--- src/rtl/cla_golden_ref.sv ---
// Reference adder: {cout,sum} = a + b + cin, evaluated at WIDTH+1 bits.
module cla_golden_ref #(
  parameter int WIDTH = 4
) (
  input  logic [WIDTH-1:0] i_a,
  input  logic [WIDTH-1:0] i_b,
  input  logic             i_cin,
  output logic [WIDTH:0]   o_res
);

  assign o_res = {1'b0, i_a} + {1'b0, i_b} + {{WIDTH{1'b0}}, i_cin};

endmodule

--- config.mk ---
export PLATFORM = sky130hd
export DESIGN_NAME = cla_golden_ref
export DESIGN_NICKNAME = d
export VERILOG_FILES = /design/src/rtl/cla_golden_ref.sv
export SDC_FILE = /design/constraint.sdc
export NUM_CORES = 1
export LEC_CHECK = 0
export BUFFER_PORTS_ARGS = -buffer_cell sky130_fd_sc_hd__buf_2
export CAP_MARGIN = 20
export CORE_AREA = 2 2 39 41
export DETAILED_ROUTE_END_ITERATION = 8
export DIE_AREA = 0 0 41 43
export GPL_ROUTABILITY_DRIVEN = 0
export PLACE_DENSITY = 0.32
export SLEW_MARGIN = 20
export SYNTH_ARGS = -nofsm -noshare
export SYNTH_HDL_FRONTEND = slang
export SYNTH_SLANG_ARGS = --single-unit
--- constraint.sdc ---
create_clock -name vclk -period 1.5
set_input_delay 0.3 -clock vclk [all_inputs]
set_output_delay 0.3 -clock vclk [all_outputs]
set_load 0.01 [all_outputs]
## Yosys cells after proc, flatten, opt, wreduce, memory -nomap -nowiden

Index checks and enable logic that the tools add are counted.

- Register bits after elaboration: 0
- Bits in latches: 0
- RAM bits: 0
- Memory bits (read-only): 0
- Input port bits: 9
- Output and inout bits: 5
- Word-level logic and storage cells: 2
- Memories: 0

- Add/sub/neg operators: 2
- Multipliers: 0
- Div/mod/pow operators: 0
- Order comparisons: 0
- Eq/ne operators: 0
- Shifts and indexed selects: 0
- Muxes and demuxes: 0
- Bitwise operators: 0
- Reductions and logical operators: 0

Operator list:

| operator | count |
|---|---|
| adder 4 x 4 -> 5 bit | 1 |
| adder 5 x 1 -> 5 bit | 1 |

## Longest topological paths before layout

- Word-level depth: 2
- Depth in mapped cells: 6
- Gate-level depth less buffers: 6

## Worst setup path before layout

No wires, ideal clock.

- Path kind: input -> output
- From: input i_a[0]
- To: output o_res[1]
- Arrival time: 1283 ps
- Required time: 1200 ps
- Path slack: -83 ps
- Cell stages on the path: 4
- Path buffers: 0
- Path through: fa_1 > inv_1 > fa_1 > inv_1

- Longest elaborated chain between the ends: 2

RTL lines:

| item | line | RTL |
|---|---|---|
| start, declared | 5 | `input logic [WIDTH-1:0] i_a,` |
| adder 4 x 4 -> 5 bit | 11 | `assign o_res = {1'b0, i_a} + {1'b0, i_b} + {{WIDTH{1'b0}}, i_cin};` |
| adder 5 x 1 -> 5 bit | 11 |  |
| end, declared | 8 | `output logic [WIDTH:0] o_res` |

Every way passes these cells.

## Final worst setup path

- From: input i_cin
- To: output o_res[1]

- Longest elaborated chain between the ends: 1

RTL lines:

| item | line | RTL |
|---|---|---|
| start, declared | 7 | `input logic i_cin,` |
| adder 5 x 1 -> 5 bit | 11 |  |

Every way passes these cells.

==> results.ini <==
[logic_synthesis]
synth_fp_nets=30
syn_avg_cell_area_um2=8.993
ys_top_cells_by_count=inv_1, ha_1, fa_1, xnor2_1
yosysSeqAreaShare=0
synth_area_um2=143.9
post-synth-top-count-cell=inv_1
synth_area_leaders=fa_1, ha_1, xnor2_1, inv_1, a21oi_2
synth_top_area_frac=0.2783
yosys.area.top_type=fa_1
yosys_warnings=0
synth_cells=16
yosysUniqueCellTypes=9

[worst_setup_path]
crit_type=in2out
cp.required_ns=1.20
critPathLaunchType=input port
endpoint_kind=output port
cp_max_fo=2
cp.arrival_ns=1.41

[timing]
drv_slew=0
setup_ws_ns=-0.2090
hold_viol_final=0
setup_violations=4
fin_crit_ns=1.709
max_freq_mhz=585.2
worstMarginPinSlew_ns=0.1168
grt_setup_unrepaired=true
period_share=1.139
slew-limit-headroom=0.9216

[clock_tree]
holdBufCountCts=0

[placed_design]
dpl_cell_area_um2=244.0
port_buffers=14
post-place-ws_ns=-0.2633
hpwl_um=292.4

[global_routing]
grt_max_degree=4
grt_pass1_wl_um=503
antenna_found_initial=0
grt_overflow=0
grt_pass1_vias=146
grt_usage=0.03804

[die]
core_um2=1384
rows=14
die_y_um=43
dieArea_um2=1763
initial_core_util=0.1040
fp.dieW_um=41
io_pins=14

[worst_hold_path]
min_from=i_cin
hp-class=in2out
hold_path_depth=3
worstHoldEndpoint=o_res[0]

[run_status]
violations=negative setup slack
status=finished, violations left

[cells_and_area]
fillers=159
syn_to_final_growth_pct=90.43
drive_gt1_frac=0.6875
nClkBuffers=0
nNetsFinal=48
diodes=0
seq_cells=0
design_area_um2=274.0
seqCellArea_um2=0

[routing]
drtAntennaViolNets=0
dr_total_vias=154
wirelength_um=320
wire_per_inst_um=6.667
via_per_inst=3.208
drt_iter0_drc=0
drcViolationCount=0
drt_pre_antenna_iters=1

[power]
power_leakage_nw=0.1510
powerDensity_nw_per_um2=435.0
ir_worst_vdd_v=0.0001561

[run]
drv_cap=0

==> critical path: stages <==
cell	delay, ns
buf_6	0.09
fa_2	0.38
inv_2	0.06
fa_2	0.42
inv_2	0.06
buf_6	0.09
==> layout by cell type (no fill, tap or decap) <==
cell      instances
buf_2            12
ha_1              3
inv_2             2
inv_1             2
fa_2              2
buf_6             2
buf_4             2
nor2b_1           1
o21ai_1           1
nand2b_1          1
a21o_1            1
a21oi_2           1
xnor2_1           1
xnor2_2           1
==> worst max-delay path by stage <==
stage / cells after the start / startpoint / to / slack [ns]
after floorplan: 4 / i_a[0] / o_res[1] / -0.03
after global placement: 8 / i_a[0] / o_res[4] / -0.25
after detailed placement: 8 / i_a[0] / o_res[4] / -0.26
after CTS: 6 / i_cin / o_res[1] / -0.21
after global routing: 6 / i_cin / o_res[1] / -0.23
final: 6 / i_cin / o_res[1] / -0.21
==> per-stage QoR <==
stage | hold WS [ns] | TNS, ns | instances | total power, W | util
floorplan | 0.8054 | -0.05398 | 16 | 0.00006021 | -
global placement | 0.9844 | -0.8694 | 47 | 0.0001013 | 0.1763
detailed placement | 0.9915 | -0.8827 | 47 | 0.0001025 | 0.1763
CTS | 0.9822 | -0.7147 | 47 | 0.0001133 | 0.1872
global route | 1.015 | -0.9121 | 48 | 0.0001340 | 0.1980
finish | 0.9805 | -0.7301 | 48 | 0.0001192 | 0.1980
==> power breakdown <==
part / switching [W] / internal (W) / leakage [nW] / total [W]
logic: 0.0000528 / 0.0000664 / 0.151 / 0.000119
registers: 0 / 0 / 0 / 0
clock network: 0 / 0 / 0 / 0
total: 0.0000528 / 0.0000664 / 0.151 / 0.000119
==> cell families (layout without fill, tap and decap cells) <==
kind of cell,count (synthesis),after routing,synth area share
fa+ha+maj,5,5,0.5392
buf+inv,4,20,0.1043
compound gates,3,3,0.1478
xor+xnor,2,2,0.1218
simple gates,2,2,0.08701
==> cell type report <==
cell class	instances	area [um^2]	share of cell area
multi-input cells	12	141.4	0.5160
repair buffers	16	97.59	0.3562
well taps	16	20.02	0.07306
inverters	4	15.01	0.05479
==> metal layers <==
layer,track usage,up-vias,part of all wire
met5,0,-,0
met3,0.01047,0,0.27
li1,-,82,-
met1,0.04777,58,0.43
met2,0.06563,14,0.30
met4,0,0,0
==> timing repair <==
action                     CTS  global route
gates resized for setup      4             1
setup endpoints to repair    4             4
setup buffers                0             1
hold endpoints to repair     0             0
pin swaps                    2             0
Power figures use the tool's default switching activity.
